## src/rtl/button_gesture_detector_if.sv

```systemverilog
// Signal bundle between the debouncer-facing gesture detector and its consumer:
// debounced level in, event pulses and status out.
interface button_gesture_detector_if;
    logic       i_data;
    logic       o_short;
    logic       o_long;
    logic       o_double;
    logic       o_busy;
    logic [7:0] o_event_count;

    modport master (
        output i_data,
        input  o_short, o_long, o_double, o_busy, o_event_count
    );

    modport slave (
        input  i_data,
        output o_short, o_long, o_double, o_busy, o_event_count
    );
endinterface

```

## src/rtl/button_gesture_detector.sv

```systemverilog
// Classifies debounced button activity into short, long and double presses,
// emitting one registered pulse per gesture and keeping a wrapping event count.
module button_gesture_detector #(
    parameter int unsigned LONG_CYCLES = 20'd1000000,
    parameter int unsigned GAP_CYCLES  = 20'd250000,
    parameter int unsigned CNT_W       = 20
) (
    input logic                      i_clk,
    input logic                      i_rst,
    button_gesture_detector_if.slave bus
);

    typedef enum logic [2:0] {
        IDLE,
        PRESSED,
        WAIT_SECOND,
        SECOND_PRESSED,
        HOLD
    } state_t;

    localparam logic [CNT_W-1:0] LONG_LAST = CNT_W'(LONG_CYCLES - 1);
    localparam logic [CNT_W-1:0] GAP_LAST  = CNT_W'(GAP_CYCLES - 1);

    state_t           state, state_n;
    logic [CNT_W-1:0] timer, timer_n;
    logic             r_prev;
    logic             short_q, long_q, double_q, busy_q;
    logic             short_n, long_n, double_n;
    logic [7:0]       count_q, count_n;
    logic             rise, fall;

    assign rise = bus.i_data & ~r_prev;
    assign fall = ~bus.i_data & r_prev;

    // r_prev resets high so a button held across reset release is not a press.
    always_ff @(posedge i_clk) begin
        if (i_rst) begin
            state    <= IDLE;
            timer    <= '0;
            r_prev   <= 1'b1;
            short_q  <= 1'b0;
            long_q   <= 1'b0;
            double_q <= 1'b0;
            busy_q   <= 1'b0;
            count_q  <= '0;
        end else begin
            state    <= state_n;
            timer    <= timer_n;
            r_prev   <= bus.i_data;
            short_q  <= short_n;
            long_q   <= long_n;
            double_q <= double_n;
            busy_q   <= (state_n != IDLE);
            count_q  <= count_n;
        end
    end

    always_comb begin
        state_n  = state;
        timer_n  = timer;
        short_n  = 1'b0;
        long_n   = 1'b0;
        double_n = 1'b0;

        case (state)
            IDLE: begin
                if (rise) begin
                    state_n = PRESSED;
                    timer_n = '0;
                end
            end
            // Release beats long-press expiry on the same edge.
            PRESSED: begin
                if (fall) begin
                    state_n = WAIT_SECOND;
                    timer_n = '0;
                end else if (timer == LONG_LAST) begin
                    long_n  = 1'b1;
                    state_n = HOLD;
                end else begin
                    timer_n = timer + CNT_W'(1);
                end
            end
            HOLD: begin
                if (fall) begin
                    state_n = IDLE;
                end
            end
            // Re-press beats gap expiry on the same edge.
            WAIT_SECOND: begin
                if (rise) begin
                    state_n = SECOND_PRESSED;
                end else if (timer == GAP_LAST) begin
                    short_n = 1'b1;
                    state_n = IDLE;
                end else begin
                    timer_n = timer + CNT_W'(1);
                end
            end
            SECOND_PRESSED: begin
                if (fall) begin
                    double_n = 1'b1;
                    state_n  = IDLE;
                end
            end
            default: begin
                state_n = IDLE;
            end
        endcase

        count_n = count_q + 8'(short_n | long_n | double_n);
    end

    assign bus.o_short       = short_q;
    assign bus.o_long        = long_q;
    assign bus.o_double      = double_q;
    assign bus.o_busy        = busy_q;
    assign bus.o_event_count = count_q;

endmodule

```

## src/flat_wrapper.sv

```systemverilog
// flat-port wrapper written by rule: the top's interface ports become plain ports
module button_gesture_detector_flat 
#(
    parameter int unsigned LONG_CYCLES = 20'd1000000,
    parameter int unsigned GAP_CYCLES  = 20'd250000,
    parameter int unsigned CNT_W       = 20
)
  (i_clk, i_rst, bus_i_data, bus_o_short, bus_o_long, bus_o_double, bus_o_busy, bus_o_event_count);
  button_gesture_detector_if bus_i ();
  input logic i_clk;
  input logic i_rst;
  input wire logic [$bits(bus_i.i_data)-1:0] bus_i_data;
  output wire logic [$bits(bus_i.o_short)-1:0] bus_o_short;
  output wire logic [$bits(bus_i.o_long)-1:0] bus_o_long;
  output wire logic [$bits(bus_i.o_double)-1:0] bus_o_double;
  output wire logic [$bits(bus_i.o_busy)-1:0] bus_o_busy;
  output wire logic [$bits(bus_i.o_event_count)-1:0] bus_o_event_count;
  assign bus_i.i_data = bus_i_data;
  assign bus_o_short = bus_i.o_short;
  assign bus_o_long = bus_i.o_long;
  assign bus_o_double = bus_i.o_double;
  assign bus_o_busy = bus_i.o_busy;
  assign bus_o_event_count = bus_i.o_event_count;
  button_gesture_detector #(.LONG_CYCLES(LONG_CYCLES), .GAP_CYCLES(GAP_CYCLES), .CNT_W(CNT_W)) u_core (.i_clk(i_clk), .i_rst(i_rst), .bus(bus_i));
endmodule
```

## config.mk

```make
export PLATFORM = sky130hd
export DESIGN_NAME = button_gesture_detector_flat
export DESIGN_NICKNAME = d
export VERILOG_FILES = /design/src/rtl/button_gesture_detector_if.sv /design/src/rtl/button_gesture_detector.sv /design/src/flat_wrapper.sv
export SDC_FILE = /design/constraint.sdc
export NUM_CORES = 1
export LEC_CHECK = 0
export CAP_MARGIN = 20
export CORE_MARGIN = 10
export CORE_UTILIZATION = 56
export CTS_CLUSTER_SIZE = 10
export DETAILED_ROUTE_END_ITERATION = 10
export DONT_BUFFER_PORTS = 1
export PLACE_DENSITY = 0.78
export SLEW_MARGIN = 5
export SYNTH_ARGS = -nofsm -noshare
export SYNTH_HDL_FRONTEND = slang
export SYNTH_SLANG_ARGS = --single-unit
```

## constraint.sdc

```tcl
create_clock -name i_clk -period 2.9 [get_ports i_clk]
set_input_delay 0.29 -clock i_clk [delete_from_list [all_inputs] [get_ports i_clk]]
set_output_delay 0.29 -clock i_clk [all_outputs]
set_load 0.01 [all_outputs]
```

=== Word-level counts from Yosys, hierarchy flattened ===
Index checks and enable logic that the tools add are counted.

* Output and inout port bits: 12
* Word-level logic and storage cells: 52
* Register bits after elaboration: 36
* Input port bits: 3

* Add/subtract/negate cells: 2
* Reduce and logical (&&, ||, !) cells: 5
* Bitwise gates (word level): 6
* Equal/unequal tests: 10
* Multiplexer cells: 21

{| class="wikitable"
|+ Operator list
! operator !! number
|-
| $mux 20 || 5
|-
| $pmux 20 s3 || 1
|-
| $add 20x1->20 const B || 1
|-
| $eq 20x18->1 const B || 1
|-
| $eq 20x20->1 const B || 1
|-
| $mux 3 || 6
|-
| $pmux 3 s4 || 1
|-
| $add 8x8->8 || 1
|-
| $mux 1 || 8
|-
| $or 8x1->8 || 1
|-
| $eq 3x2->1 const B || 2
|-
| $reduce_bool 3->1 || 2
|-
| $reduce_and 5->1 || 1
|-
| $ne 2x2->1 const B || 2
|-
| $eq 3x1->1 const B || 1
|-
| $eq 3x3->1 const B || 1
|-
| $logic_not 3->1 || 1
|-
| $ne 3x2->1 const B || 1
|-
| $and 1x1->1 || 2
|-
| $ne 2x1->1 const B || 1
|-
| $not 1->1 || 2
|-
| $reduce_or 2->1 || 1
|-
| $or 1x1->1 || 1
|}

=== Longest topological paths before layout ===
* Depth after elaboration: 7
* Gate-level depth with buffers: 12
* Depth with buffers taken out: 11

=== Worst setup path after synthesis ===
OpenSTA, ideal clock, no wires.

* Path kind: reg2reg
* From: register u_core.timer[0]
* To: register u_core.count_q[5], in the netlist u_core.bus.o_event_count[5]
* Path slack: 229 ps
* Data arrival time: 2,544 ps
* Clock period less this slack: 2,671 ps
* Stages on the path, launching flop included: 13
* Path buffers: 1
* Setup time: 127 ps
* Data required time: 2,773 ps
* Path through: dfxtp_1 -> ha_1 -> clkbuf_1 -> nand2_1 -> or4_4 -> nor4_1 -> a21oi_1 -> a311oi_1 -> ha_1 -> and3_1 -> nand3_1 -> xor2_1 -> nor2_1

* Cells in the longest elaborated chain, start to end: 7
* Elaborated cells between the ends (all ways): 11
* Classes of those cells: 1 x add/sub; 2 x eq/ne; 6 x mux; 2 x bitwise

{| class="wikitable"
|+ RTL lines
! item !! line !! RTL
|-
| from (decl) || button_gesture_detector.sv:25 || <nowiki>logic [CNT_W-1:0] timer, timer_n;</nowiki>
|-
| from (signal assigned) || button_gesture_detector.sv:48 || <nowiki>timer <= timer_n;</nowiki>
|-
| $eq 20x18->1 or $eq 20x20->1 (tied branches) || button_gesture_detector.sv:93, button_gesture_detector.sv:77 ||
|-
| $mux 1, on equally long branches || button_gesture_detector.sv:93, button_gesture_detector.sv:77 ||
|-
| $mux 1, on equally long branches || button_gesture_detector.sv:91, button_gesture_detector.sv:74 ||
|-
| $mux 1 || button_gesture_detector.sv:65 || <nowiki>case (state)</nowiki>
|-
| $or 1x1->1 * || button_gesture_detector.sv:111 || <nowiki>count_n = count_q + 8'(short_n | long_n | double_n);</nowiki>
|-
| $or 8x1->8 * || button_gesture_detector.sv:111 ||
|-
| $add 8x8->8 * || button_gesture_detector.sv:111 ||
|-
| to (signal assigned) || button_gesture_detector.sv:54 || <nowiki>count_q <= count_n;</nowiki>
|-
| to (decl) || button_gesture_detector.sv:29 || <nowiki>logic [7:0] count_q, count_n;</nowiki>
|}

Every way passes the cells marked *; elsewhere a longest branch is shown, timed or not.
A chain may end at the register's enable or synchronous reset.

=== Final worst setup path ===
* From: register u_core.timer[1]
* To: register u_core.count_q[4], in the netlist u_core.bus.o_event_count[4]

Same word-level chain as after synthesis.

==> results.py <==
metrics = {
    "critical_path": {
        "crit_path_end_kind": "flip-flop",
        "cp_top_family": "simple AND/OR/NAND/NOR gates",
        "cp.required_ns": 3.14,
        "cp_max_fo": 5,
        "crit_type": "reg2reg",
        "arrival_ns": 3.01,
        "worstPathBufferInverterCount": 0,
        "slowest_stage": "or4_4",
        "critPathMaxStageDelay_ns": 0.58,
        "worstPathCellList": "ha_1 > nand2_1 > or4_4 > nor4_2 > a21oi_1 > a311oi_1 > ha_2 > ha_2 > nand3_1 > xor2_1 > nor2_1",
        "worst_setup_path_start_kind": "flip-flop",
        "cpMostUsedCell": "ha_2",
    },
    "timing": {
        "layout_min_cycle_time_ns": 2.77,
        "worst_pin_slew_ns": 1.07,
        "rsz0062_at_grt": "false",
        "slew_headroom": 0.283,
        "max_freq_mhz": 361,
        "fin_skew_ns": 0.00980,
        "period_share": 0.955,
        "finalSetupViolCount": 0,
        "slew_viol_final": 0,
        "hold_ws_ns": 0.0497,
        "timing.setup.tns_ns": 0,
        "final-hold-violation-count": 0,
    },
    "floorplanning": {
        "fp.coreArea_mm2": 0.00336,
        "initial_core_util": 0.581,
        "fp.dieH_um": 79.1,
        "die_x_um": 79.1,
        "io-pin-count": 15,
        "num_rows": 21,
        "die-area_mm2": 0.00626,
    },
    "pwr": {
        "peakVddDrop_v": 0.000260,
        "power.leakage_nw": 0.741,
        "p_per_area_mw_per_mm2": 437,
        "total_power_uw": 925,
    },
    "clocking": {
        "cts_buffers": 5,
        "insertion_delay_ns": 0.35,
        "cts_tree": "yes",
        "h-tree-depth": 2,
        "max-clock-path-buffers": 2,
        "cts.reportedPaths.clkPinSlew_ns": 0.12,
        "cts.sinks": 36,
        "cts_root_buf": "clkbuf_4",
    },
    "synthesis": {
        "synthFlopType": "dfxtp_1",
        "ys_seq_area_frac": 0.369,
        "synth.net_count": 242,
        "synth_edf_count": 0,
        "netlist_top_cells_count": "dfxtp_1, nand2_1, nand3_1",
        "yosys_warnings": 0,
        "yosysUniqueCellTypes": 47,
        "synth_top_area_cell": "dfxtp_1",
        "synth_area_leaders": "dfxtp_1, nand2_1, mux2i_1",
        "ys_ff_latch": 36,
        "synth.cell_area_mm2": 0.00196,
        "syn_area_per_cell_um2": 8.29,
        "yosysTopAreaCellShare": 0.369,
        "synth_most_common_cell": "dfxtp_1",
        "postSynthCellCount": 236,
        "async_flop_share": 0,
    },
    "placement": {
        "dp_hpwl_um": 3310,
        "dp.cells": 276,
        "port_buffers": 0,
        "gp_congestion": 0.917,
    },
    "global_route": {
        "overflow": 0,
        "grt_pass1_wl_um": 7820,
        "grt_max_degree": 18,
        "grt_pass1_vias": 1639,
        "track_usage": 0.152,
        "grt_antenna_before_repair": 0,
    },
    "route": {
        "dr.pass1.iters": 5,
        "vias_per_cell": 6.54,
        "dr_wl_met2_um": 2150,
        "wl_per_cell_um": 16.6,
        "drc_errors": 0,
        "wl_met3_um": 298,
        "ant_nets": 0,
        "drt_wl_total_um": 4740,
        "num_vias": 1864,
        "highest_layer": "met4",
        "drtIter0Drc": 252,
        "met1_length_um": 2220,
    },
    "outcome": {
        "status": "finished, final reports clean",
    },
    "cells_and_area": {
        "final_cells": 285,
        "syn_to_final_growth_pct": 8.25,
        "drive_above_1_share": 0.113,
        "layout.nets": 244,
        "antennaDiodeCount": 0,
    },
    "run": {
        "maxCapViolations": 0,
    },
    "hold_path": {
        "hp-class": "in2reg",
    },
}
-- through the flow --
step / area [µm²] / worst slack [ns] / util
final: 2120 / 0.131 / 0.629
after CTS: 2100 / 0.0514 / 0.624
after global placement: 2010 / 0.196 / 0.597
after floorplan: 1960 / 0.229 / -
after global routing: 2120 / 0.0359 / 0.629
after detailed placement: 2010 / 0.105 / 0.597
-- path summary, 6_finish.rpt --
check	depth (start not counted)	end	slack (ns)	startpoint
max	11	u_core.bus.o_event_count[4]	0.13	u_core.timer[1]
min	1	u_core.r_prev	0.05	bus_i_data
max reg2reg	11	u_core.bus.o_event_count[4]	0.13	u_core.timer[1]
min reg2reg	2	u_core.timer[3]	0.49	u_core.timer[3]
-- layer usage --
layer	vias up	global-route usage
li1	886	-
met3	8	0.0405
met5	-	0
met1	892	0.201
met2	78	0.233
met4	0	0.0484
-- registers in the layout, summed over array words and instances, names as in the netlist --
signal and flops:
u_core.bus.o_busy 1, u_core.bus.o_double 1, u_core.bus.o_event_count 8, u_core.bus.o_long 1, u_core.bus.o_short 1, u_core.r_prev 1
u_core.state 3, u_core.timer 20
-- cell type report --
type	count	area (µm²)
Timing Repair Buffer	6	47.5
Tap cell	46	57.6
Clock buffer	5	37.5
Sequential cell	36	722
Multi-Input combinational cell	182	1180
Clock inverter	3	42.5
Fill cell	326	1250
Inverter	7	26.3
-- cells by family (layout without fill, tap and decap cells) --
group / count (synthesis) / after routing / synth area share
adder cells (fa/ha/maj): 3 / 3 / 0.0192
buffers and inverters: 18 / 21 / 0.0346
XOR/XNOR: 6 / 6 / 0.0269
AO/OA/AOI/OAI: 41 / 41 / 0.152
AND/OR/NAND/NOR: 125 / 125 / 0.363
flip-flops: 36 / 36 / 0.369
multiplexers: 7 / 7 / 0.0358
-- cell usage in the layout (no fill, tap or decap), drive strengths merged, types with 5 or more instances in the layout --
cell type  synthesis  layout
mux2i              7       7
buf                1       5
a21oi             10      10
nor3               8       8
dfxtp             36      36
clkbuf            10       5
or4               10      10
nand2             29      29
nor2              13      13
or3               11      11
and2               5       5
o41ai              5       5
o21ai              5       5
inv                7       7
nand3             14      14
nor2b              6       6
-- timing repair --
action | 4_1_cts | 5_1_grt
resized for setup | 0 | 5
endpoints found under the setup margin | 0 | 6
setup buffers | 0 | 0
endpoints found under the hold margin | 8 | 0
hold buffers | 1 | 0
-- where the power goes --
part           internal [mW]  switching, mW
Clock                  0.180          0.181
Combinational         0.0214         0.0348
Sequential             0.500        0.00813
Note: power is estimated with default switching activity, not from simulation.
